<file path="src/rtl/ntm_modular_multiplier_arbiter.sv">
// ntm_modular_multiplier_arbiter
//
// Purpose: shares one iterative modular multiplier (result = A*B mod X, with a
// START/READY handshake) among REQUESTERS clients. A round-robin pointer picks
// the next client. The winner's operands are latched and the multiplier is
// started. The result is returned with a one-cycle DONE strobe to that client.
//
// Ports:
//   CLK          rising-edge clock
//   RST          asynchronous active-high reset (shared with the multiplier)
//   REQ_IN       per-client request level
//   GNT_OUT      registered one-hot grant
//   DONE_OUT     one-cycle completion strobe to the granted client
//   ERROR_OUT    valid with DONE: operation rejected because X was zero
//   DATA_A_IN    packed client A operands, client i at [i*DATA_SIZE +: DATA_SIZE]
//   DATA_B_IN    packed client B operands, same packing
//   DATA_X_IN    packed client moduli, same packing
//   DATA_OUT     result, valid with DONE, holds otherwise
//   MUL_START    start pulse to the multiplier
//   MUL_READY    multiplier done pulse
//   MUL_DATA_A   latched A to the multiplier
//   MUL_DATA_B   latched B to the multiplier
//   MUL_DATA_X   latched X to the multiplier
//   MUL_DATA_IN  multiplier result
module ntm_modular_multiplier_arbiter #(
  parameter int DATA_SIZE  = 64,
  parameter int REQUESTERS = 4,
  parameter int INDEX_SIZE = $clog2(REQUESTERS)
) (
  input  logic                             CLK,
  input  logic                             RST,
  input  logic [REQUESTERS-1:0]            REQ_IN,
  output logic [REQUESTERS-1:0]            GNT_OUT,
  output logic [REQUESTERS-1:0]            DONE_OUT,
  output logic                             ERROR_OUT,
  input  logic [REQUESTERS*DATA_SIZE-1:0]  DATA_A_IN,
  input  logic [REQUESTERS*DATA_SIZE-1:0]  DATA_B_IN,
  input  logic [REQUESTERS*DATA_SIZE-1:0]  DATA_X_IN,
  output logic [DATA_SIZE-1:0]             DATA_OUT,
  output logic                             MUL_START,
  input  logic                             MUL_READY,
  output logic [DATA_SIZE-1:0]             MUL_DATA_A,
  output logic [DATA_SIZE-1:0]             MUL_DATA_B,
  output logic [DATA_SIZE-1:0]             MUL_DATA_X,
  input  logic [DATA_SIZE-1:0]             MUL_DATA_IN
);

  typedef enum logic [1:0] {
    ST_IDLE,
    ST_ISSUE,
    ST_WAIT,
    ST_RESPOND
  } state_t;

  state_t                 r_state, w_stateNext;
  logic [INDEX_SIZE-1:0]  r_ptr, w_ptrNext;
  logic [INDEX_SIZE-1:0]  r_idx, w_idxNext;
  logic [REQUESTERS-1:0]  r_gnt, w_gntNext;
  logic [REQUESTERS-1:0]  r_done, w_doneNext;
  logic                   r_error, w_errorNext;
  logic [DATA_SIZE-1:0]   r_data, w_dataNext;
  logic                   r_start, w_startNext;
  logic [DATA_SIZE-1:0]   r_mulA, w_mulANext;
  logic [DATA_SIZE-1:0]   r_mulB, w_mulBNext;
  logic [DATA_SIZE-1:0]   r_mulX, w_mulXNext;

  logic                   w_found;
  logic [INDEX_SIZE-1:0]  w_win;
  logic [INDEX_SIZE:0]    w_cand;
  logic [DATA_SIZE-1:0]   w_selA, w_selB, w_selX;
  logic [REQUESTERS-1:0]  w_winOneHot;
  logic [INDEX_SIZE-1:0]  w_ptrInc;

  // Round-robin search: walk the clients starting at the pointer, wrapping
  // modulo REQUESTERS. The candidate carries one extra bit so the wrap works
  // for non-power-of-two client counts.
  always_comb begin
    w_found = 1'b0;
    w_win   = '0;
    w_cand  = '0;
    for (int i = 0; i < REQUESTERS; i++) begin
      w_cand = {1'b0, r_ptr} + (INDEX_SIZE+1)'(i);
      if (w_cand >= (INDEX_SIZE+1)'(REQUESTERS))
        w_cand = w_cand - (INDEX_SIZE+1)'(REQUESTERS);
      if (!w_found && REQ_IN[w_cand[INDEX_SIZE-1:0]]) begin
        w_found = 1'b1;
        w_win   = w_cand[INDEX_SIZE-1:0];
      end
    end
  end

  assign w_selA      = DATA_A_IN[int'(w_win)*DATA_SIZE +: DATA_SIZE];
  assign w_selB      = DATA_B_IN[int'(w_win)*DATA_SIZE +: DATA_SIZE];
  assign w_selX      = DATA_X_IN[int'(w_win)*DATA_SIZE +: DATA_SIZE];
  assign w_winOneHot = REQUESTERS'(1) << w_win;
  assign w_ptrInc    = (r_idx == INDEX_SIZE'(REQUESTERS-1)) ? '0 : r_idx + INDEX_SIZE'(1);

  // Next-state and next-output logic. Every output is a register, so entering
  // a state sets that state's outputs: MUL_START is high during ISSUE, and
  // DONE/DATA/ERROR are valid during RESPOND. A zero modulus skips the
  // multiplier entirely, because it would never signal READY.
  always_comb begin
    w_stateNext = r_state;
    w_ptrNext   = r_ptr;
    w_idxNext   = r_idx;
    w_gntNext   = r_gnt;
    w_doneNext  = r_done;
    w_errorNext = r_error;
    w_dataNext  = r_data;
    w_startNext = 1'b0;
    w_mulANext  = r_mulA;
    w_mulBNext  = r_mulB;
    w_mulXNext  = r_mulX;
    case (r_state)
      ST_IDLE: begin
        if (w_found) begin
          w_gntNext  = w_winOneHot;
          w_idxNext  = w_win;
          w_mulANext = w_selA;
          w_mulBNext = w_selB;
          w_mulXNext = w_selX;
          if (w_selX == '0) begin
            w_errorNext = 1'b1;
            w_dataNext  = '0;
            w_doneNext  = w_winOneHot;
            w_stateNext = ST_RESPOND;
          end else begin
            w_startNext = 1'b1;
            w_stateNext = ST_ISSUE;
          end
        end
      end
      ST_ISSUE: begin
        w_stateNext = ST_WAIT;
      end
      ST_WAIT: begin
        // A client that dropped its request still gets DATA_OUT updated,
        // but its DONE strobe is suppressed.
        if (MUL_READY) begin
          w_dataNext  = MUL_DATA_IN;
          w_errorNext = 1'b0;
          w_doneNext  = r_gnt & REQ_IN;
          w_stateNext = ST_RESPOND;
        end
      end
      ST_RESPOND: begin
        w_doneNext  = '0;
        w_gntNext   = '0;
        w_ptrNext   = w_ptrInc;
        w_stateNext = ST_IDLE;
      end
      default: begin
        w_stateNext = ST_IDLE;
      end
    endcase
  end

  // State and output registers.
  always_ff @(posedge CLK or posedge RST) begin
    if (RST) begin
      r_state <= ST_IDLE;
      r_ptr   <= '0;
      r_idx   <= '0;
      r_gnt   <= '0;
      r_done  <= '0;
      r_error <= 1'b0;
      r_data  <= '0;
      r_start <= 1'b0;
      r_mulA  <= '0;
      r_mulB  <= '0;
      r_mulX  <= '0;
    end else begin
      r_state <= w_stateNext;
      r_ptr   <= w_ptrNext;
      r_idx   <= w_idxNext;
      r_gnt   <= w_gntNext;
      r_done  <= w_doneNext;
      r_error <= w_errorNext;
      r_data  <= w_dataNext;
      r_start <= w_startNext;
      r_mulA  <= w_mulANext;
      r_mulB  <= w_mulBNext;
      r_mulX  <= w_mulXNext;
    end
  end

  assign GNT_OUT    = r_gnt;
  assign DONE_OUT   = r_done;
  assign ERROR_OUT  = r_error;
  assign DATA_OUT   = r_data;
  assign MUL_START  = r_start;
  assign MUL_DATA_A = r_mulA;
  assign MUL_DATA_B = r_mulB;
  assign MUL_DATA_X = r_mulX;

endmodule

</file>
<file path="config.mk">
export PLATFORM = sky130hd
export DESIGN_NAME = ntm_modular_multiplier_arbiter
export DESIGN_NICKNAME = d
export VERILOG_FILES = /design/src/rtl/ntm_modular_multiplier_arbiter.sv
export SDC_FILE = /design/constraint.sdc
export NUM_CORES = 1
export LEC_CHECK = 0
export ABC_AREA = 0
export BUFFER_PORTS_ARGS = -buffer_cell sky130_fd_sc_hd__buf_2
export CAP_MARGIN = 20
export CORE_AREA = 3 3 428 430
export DETAILED_ROUTE_END_ITERATION = 16
export DIE_AREA = 0 0 431 433
export PLACE_DENSITY = 0.3
export SLEW_MARGIN = 20
export SYNTH_ARGS = -nofsm -noshare
export SYNTH_HDL_FRONTEND = slang
export SYNTH_SLANG_ARGS = --single-unit
</file>
<file path="constraint.sdc">
create_clock -name CLK -period 8.55 [get_ports CLK]
set_input_delay 0.855 -clock CLK [delete_from_list [all_inputs] [get_ports CLK]]
set_output_delay 0.855 -clock CLK [all_outputs]
set_load 0.01 [all_outputs]
</file>
==> flow_metrics.env, run 1 <==
export IMPL_synth_yosys_seq_area_share_pct=39.1
export IMPL_grt_setup_unrepaired="false"
export IMPL_drt_antenna_violating_nets=0
export IMPL_outcome="complete, no violations"
export IMPL_timing_critical_path_from_type="flip-flop"
export IMPL_final_min_clock_period_ns=5.57
export IMPL_routed_vias_inst=3.55
export IMPL_max_slew_margin_pct=26.3
export IMPL_io_pins=1105
export IMPL_grt_pass1_wl_um=161000
export IMPL_detail_route_drc_violations=0
export IMPL_cts_buffers_inserted=43
export IMPL_timing_critical_path_from="r_ptr[1]"
export IMPL_initial_core_util_pct=9.65
export IMPL_finalHoldViolCount=0
export IMPL_layout_worst_path_cycle_share_pct=65.1
export IMPL_cts_tree="yes"
export IMPL_die_width_um=431
export IMPL_placeable_core_region_um2=180000
export IMPL_synth_avg_cell_area_um2=7.57
export IMPL_number_of_distinct_library_cells_after_synthesis=31
export IMPL_cell_at_the_slowest_stage_of_the_critical_path="sky130_fd_sc_hd__buf_4"
export IMPL_yosysWarnings=0
export IMPL_initial_antenna_violation_count=23
export IMPL_placement_row_count=156
export IMPL_rr_startpoint="r_ptr[1]"
export IMPL_clk_pin_slew_worst_paths_ns=0.06
export IMPL_post_cts_resized_instances=0
export IMPL_global_route_usage_over_all_layers_pct=11.9
export IMPL_clockBufferDepth=3
export IMPL_timing_fmax_mhz=180
export IMPL_actual_slew_at_the_worst_max_slew_pin_ns=1.11
export IMPL_i_o_buffers=1104
export IMPL_clock_skew_final_ns=0.0163
export IMPL_first_global_vias=20600
export IMPL_cts_sinks=272
export IMPL_routed_wl_um=118000
export IMPL_cap_viol_max_count=0
export IMPL_filler_cell_count=20900
export IMPL_largest_incremental_delay_on_the_critical_path_ns=0.74
export IMPL_largest_net_degree_at_the_start_of_global_routing=161
export IMPL_cts_hold_buffers_added=0
export IMPL_root_buffer="sky130_fd_sc_hd__clkbuf_16"
export IMPL_design_die_area_um2=187000
export IMPL_layout_drive_gt1_share_pct=38.5
export IMPL_finalSetupViolCount=0
export IMPL_post_cts_setup_repair_bufs=0
export IMPL_power_leakage_nw=13.0
export IMPL_worst_ep_arrival_time_ns=6.09
export IMPL_detailedPlacementHpwl_um=93000
export IMPL_dr_total_vias=20200
export IMPL_grt_overflow=0
export IMPL_fp_dieH_um=433
export IMPL_critical_path_cell_chain="nand2b_1 -> a21oi_1 -> nand2b_4 -> buf_4 -> mux2i_1 -> mux2_2 -> nand4_1 -> nor4_1 -> and4_1 -> and3_2 -> buf_4 -> a221o_1"
export IMPL_hold_path_class="in2async"
export IMPL_final_max_slew_viol_count=0
export IMPL_post_synth_inst_count=2297
export IMPL_drt_initial_drc_count=1187
export IMPL_clock_insertion_delay_worst_skew_ns=0.59
export IMPL_power_density_nw_per_um2=347
export IMPL_synth_area_um2=17400
export IMPL_ir_drop_v=0.000196
export IMPL_htree_levels=2
export IMPL_area_delta_synth_final_pct=54.3
export IMPL_setup_tns_final_ns=0
export IMPL_detailedRoute_firstPassIterationCount=5
export IMPL_synth_net_count=3141
export IMPL_path_common_cell="sky130_fd_sc_hd__buf_4"
export IMPL_place_congestion=0.899
export IMPL_crit_type="reg2reg"
export IMPL_crit_required_ns=9.07
export IMPL_drt_wirelength_per_cell_um=20.7
export IMPL_synth_ff_latch_count=272
export IMPL_finalHoldWorstSlack_ns=0.350
export IMPL_worst_path_fanout_max=49
export IMPL_cp_end_kind="flip-flop"
export IMPL_finish_net_count=4119
==> worst max-delay path, delay by kind of cell (launching register included) <==
kind | cells | cell delay, ns
AND/OR/NAND/NOR | 6 | 2.60
AO/OA/AOI/OAI | 2 | 0.54
buffers and inverters | 2 | 1.30
multiplexers | 2 | 0.47
flip-flops | 1 | 0.45
==> cell usage after synthesis, drive strengths merged <==
cell type / n / area, um2
a221o: 65 / 651
a2bb2oi: 1 / 15.0
nand4: 17 / 106
and3: 3 / 18.8
nor2b: 2 / 12.5
a211oi: 1 / 7.51
mux2: 70 / 788
mux2i: 130 / 1300
o21ai: 325 / 1630
nand2: 457 / 1720
a22o: 2 / 17.5
nor2: 393 / 1480
nand3: 197 / 986
nor3: 3 / 15.0
buf: 46 / 308
clkbuf: 149 / 559
a21oi: 73 / 365
nand2b: 68 / 425
inv: 4 / 15.0
nor4: 6 / 43.8
and4: 1 / 8.76
dfrtp: 272 / 6810
ha: 5 / 62.6
o31ai: 2 / 15.0
nand4b: 1 / 8.76
o41ai: 4 / 35.0
==> flip-flops by register name, summed over array words and instances (netlist names) <==
signal	count
GNT_OUT	4
r_state	2
MUL_DATA_X	64
ERROR_OUT	1
DONE_OUT	4
DATA_OUT	64
r_idx	2
MUL_DATA_A	64
MUL_START	1
MUL_DATA_B	64
r_ptr	2
==> final cells by class <==
| type | instances | area, um2 | area share [%] |
|---|---|---|---|
| clock inverter | 5 | 100 | 0.373 |
| sequential | 272 | 6810 | 25.4 |
| inverter | 4 | 22.5 | 0.0839 |
| multi-input combinational | 1826 | 9790 | 36.5 |
| tap | 2370 | 2970 | 11.0 |
| clock buffer | 68 | 1320 | 4.93 |
| antenna | 16 | 40.0 | 0.149 |
| timing repair buffer | 1128 | 5790 | 21.6 |
==> per-stage QoR <==
step / total power (W) / instance area (um2) / setup slack (ns) / std cells / util [%]
after floorplan: 0.00531 / 17400 / 0.200 / 2297 / -
after global placement: 0.00766 / 25400 / 2.50 / 5600 / 14.1
after detailed placement: 0.00767 / 25400 / 2.40 / 5600 / 14.1
after CTS: 0.00963 / 26800 / 2.87 / 5673 / 14.9
after global routing: 0.0102 / 26800 / 2.55 / 5680 / 14.9
final: 0.00931 / 26800 / 2.98 / 5689 / 14.9
==> power breakdown <==
group / leakage, nW / switching, W / total, W / internal [W]
clock: 0.698 / 0.000714 / 0.00185 / 0.00114
combinational: 8.93 / 0.00327 / 0.00508 / 0.00181
sequential: 3.35 / 0.000433 / 0.00238 / 0.00195
total: 13.0 / 0.00442 / 0.00931 / 0.00489
==> cell usage in the layout, fill, tap and decap left out, drive strengths merged, types with 68 or more instances in the layout <==
cell	Yosys	final
mux2	70	70
o21ai	325	325
buf	46	1128
a21oi	73	73
nand3	197	197
clkbuf	149	68
nor2	393	393
nand2	457	457
nand2b	68	68
dfrtp	272	272
mux2i	130	130
==> worst paths after layout <==
path                       cells after the start        endpoint  slack (ns)
max                                           12    DATA_OUT[14]        2.98
min                                            2   MUL_DATA_B[7]        0.35
max reg2reg                                   12    DATA_OUT[14]        2.98
min reg2reg                                    2  MUL_DATA_A[58]        0.47
max in group asynchronous                      3  MUL_DATA_A[37]        6.90
min in group CLK                               2  MUL_DATA_A[58]        0.47
==> layer usage <==
layer,share of wire [%],wire length [um],vias to the layer above,GRT usage (%)
li1,-,-,9819,-
met5,0.029,34,-,0
met3,6.4,7590,101,3.00
met2,51,60200,674,21.6
met1,40,47500,9619,14.0
met4,2.1,2450,6,2.76
==> cells by family (layout without fill, tap and decap cells) <==
| logic type | count (synthesis) | count (layout) | share of synthesized area, % |
|---|---|---|---|
| AO/OA/AOI/OAI | 473 | 473 | 15.7 |
| multiplexers | 200 | 200 | 12.0 |
| other | 0 | 16 | 0 |
| flip-flops | 272 | 272 | 39.1 |
| AND/OR/NAND/NOR | 1148 | 1148 | 27.7 |
| buffers and inverters | 199 | 1205 | 5.07 |
| adder cells (fa/ha/maj) | 5 | 5 | 0.360 |
Note: power is estimated with default switching activity, not from simulation.
==> run 2: changes to the inputs <==
Settings changed: CORE_AREA 3 3 428 430 to 3 3 433 435, DIE_AREA 0 0 431 433 to 0 0 436 438.
Clock period 8.55 ns to 5.3 ns, I/O delays scaled along.
==> run 2 against run 1 <==
Compared with the run above:
- cell count is 2.2% higher
- sequential cell count unchanged
- critical path depth is 2 higher
- highest routed layer unchanged
- largest cell class unchanged
- utilization about the same
==> flow_metrics.env, run 2 (same netlist as run 1, synthesis figures left out) <==
export IMPL_grt_pass1_wl_um=166000
export IMPL_cts_sinks=272
export IMPL_largest_net_degree_at_the_start_of_global_routing=121
export IMPL_routed_wl_um=122000
export IMPL_root_buffer="sky130_fd_sc_hd__clkbuf_16"
export IMPL_worst_path_fanout_max=45
export IMPL_detailedPlacementHpwl_um=99100
export IMPL_detailed_place_area_um2=25900
export IMPL_dr_wl_met2_um=63000
export IMPL_worst_ep_arrival_time_ns=5.02
export IMPL_hold_path_class="in2reg"
export IMPL_clock_insertion_delay_worst_skew_ns=0.61
export IMPL_clock_skew_final_ns=0.0243
export IMPL_dr_total_vias=20500
export IMPL_final_common_cell="sky130_fd_sc_hd__buf_2"
export IMPL_power_leakage_nw=13.2
export IMPL_detail_route_drc_violations=0
export IMPL_crit_type="reg2reg"
export IMPL_area_delta_synth_final_pct=56.7
export IMPL_fp_dieH_um=438
export IMPL_power_density_nw_per_um2=561
export IMPL_cp_end_kind="flip-flop"
export IMPL_detail_route_wirelength_met1_um=49200
export IMPL_place_congestion=0.890
export IMPL_post_cts_setup_repair_bufs=0
export IMPL_timing_critical_path_from="r_ptr[1]"
export IMPL_initial_antenna_violation_count=22
export IMPL_final_min_clock_period_ns=4.48
export IMPL_actual_slew_at_the_worst_max_slew_pin_ns=0.924
export IMPL_io_pins=1105
export IMPL_htree_levels=2
export IMPL_final_max_slew_viol_count=0
export IMPL_most_common_layout_cells="1,104 x sky130_fd_sc_hd__buf_2, 457 x sky130_fd_sc_hd__nand2_1, 393 x sky130_fd_sc_hd__nor2_1"
export IMPL_cts_tree="yes"
export IMPL_placeable_core_region_um2=183000
export IMPL_rr_startpoint="r_ptr[1]"
export IMPL_drt_wirelength_per_cell_um=21.0
export IMPL_outcome="complete, no violations"
export IMPL_clk_pin_slew_worst_paths_ns=0.06
export IMPL_global_route_usage_over_all_layers_pct=12.1
export IMPL_grt_overflow=0
export IMPL_finalHoldWorstSlack_ns=0.166
export IMPL_timing_critical_path_from_type="flip-flop"
export IMPL_cts_buffers_inserted=43
export IMPL_placed_insts=5732
export IMPL_first_global_vias=20800
export IMPL_final_cell_count_no_fill=5815
export IMPL_worst_hold_startpoint="MUL_DATA_IN[32]"
export IMPL_timing_fmax_mhz=223
export IMPL_finalPower_w=0.0153
export IMPL_placement_row_count=157
export IMPL_finish_net_count=4158
export IMPL_routed_top_layer="met5"
export IMPL_final_area_um2=27300
export IMPL_met3_length_um=6820
export IMPL_layout_drive_gt1_share_pct=39.3
export IMPL_crit_required_ns=5.84
export IMPL_drt_initial_drc_count=1069
export IMPL_routed_vias_inst=3.52
export IMPL_max_slew_margin_pct=38.4
export IMPL_initial_core_util_pct=9.48
export IMPL_ir_drop_v=0.000211
export IMPL_finalHoldViolCount=0
export IMPL_clockBufferDepth=3
export IMPL_post_cts_resized_instances=0
export IMPL_cap_viol_max_count=0
export IMPL_drt_antenna_violating_nets=0
export IMPL_finalSetupViolCount=0
export IMPL_setup_tns_final_ns=0
export IMPL_grt_setup_unrepaired="false"
export IMPL_die_width_um=436
export IMPL_design_die_area_um2=191000
export IMPL_detailedRoute_firstPassIterationCount=5
export IMPL_layout_worst_path_cycle_share_pct=84.5
export IMPL_i_o_buffers=1104
run 2: area by class of cell:
| cell class | instances | area, um2 |
|---|---|---|
| Clock inverter | 10 | 68.8 |
| Timing Repair Buffer | 1167 | 6180 |
| Tap cell | 2464 | 3080 |
| Clock buffer | 66 | 1310 |
| Fill cell | 21400 | 156000 |
| Inverter | 4 | 18.8 |
| Sequential cell | 272 | 6810 |
| Multi-Input combinational cell | 1826 | 9780 |
| Antenna cell | 6 | 15.0 |
run 2: worst paths after layout:
kind,endpoint,slack (ns),cells past startpoint
setup / recovery,DATA_OUT[55],0.82,14
hold / removal,DATA_OUT[32],0.17,2
setup reg to reg,DATA_OUT[55],0.82,14
hold reg to reg,MUL_DATA_A[57],0.47,2
max in group asynchronous,MUL_DATA_A[11],3.41,5
min in group asynchronous,DATA_OUT[32],0.45,3
run 2: through the flow:
stage          util [%]  setup WS [ns]
2_1_floorplan         -           1.17
3_3_place_gp       14.1          0.590
3_5_place_dp       14.1          0.590
4_1_cts            14.9          0.700
5_1_grt            14.9          0.472
6_report           14.9          0.821
run 2: power by group:
part | internal (W) | switching (W)
logic | 0.00309 | 0.00546
clock network | 0.00170 | 0.00119
registers | 0.00314 | 0.000716
total | 0.00793 | 0.00736
run 2: critical path, stage by stage, from the launching register on:
cell                       delay, ns
sky130_fd_sc_hd__dfrtp_1        0.44
sky130_fd_sc_hd__nand2b_1       0.18
sky130_fd_sc_hd__a21oi_1        0.31
sky130_fd_sc_hd__nand2b_4       0.54
sky130_fd_sc_hd__buf_4          0.31
sky130_fd_sc_hd__buf_4          0.21
sky130_fd_sc_hd__mux2i_1        0.21
sky130_fd_sc_hd__mux2_2         0.19
sky130_fd_sc_hd__nand4_1        0.13
sky130_fd_sc_hd__nor4_1         0.39
sky130_fd_sc_hd__buf_4          0.19
sky130_fd_sc_hd__and4_1         0.42
sky130_fd_sc_hd__and3_2         0.30
sky130_fd_sc_hd__buf_12         0.23
sky130_fd_sc_hd__a221o_1        0.20
run 2: per-layer routing:
layer | global-route usage (%) | vias up
li1 | - | 9892
met1 | 14.2 | 9801
met2 | 22.0 | 665
met3 | 2.67 | 112
met4 | 3.27 | 2
met5 | 0 | -
run 2: repair_timing:
| item | CTS | global route |
|---|---|---|
| hold buffers | 1 | 0 |
| endpoints found under the setup margin | 0 | 0 |
| endpoints found under the hold margin | 11 | 0 |
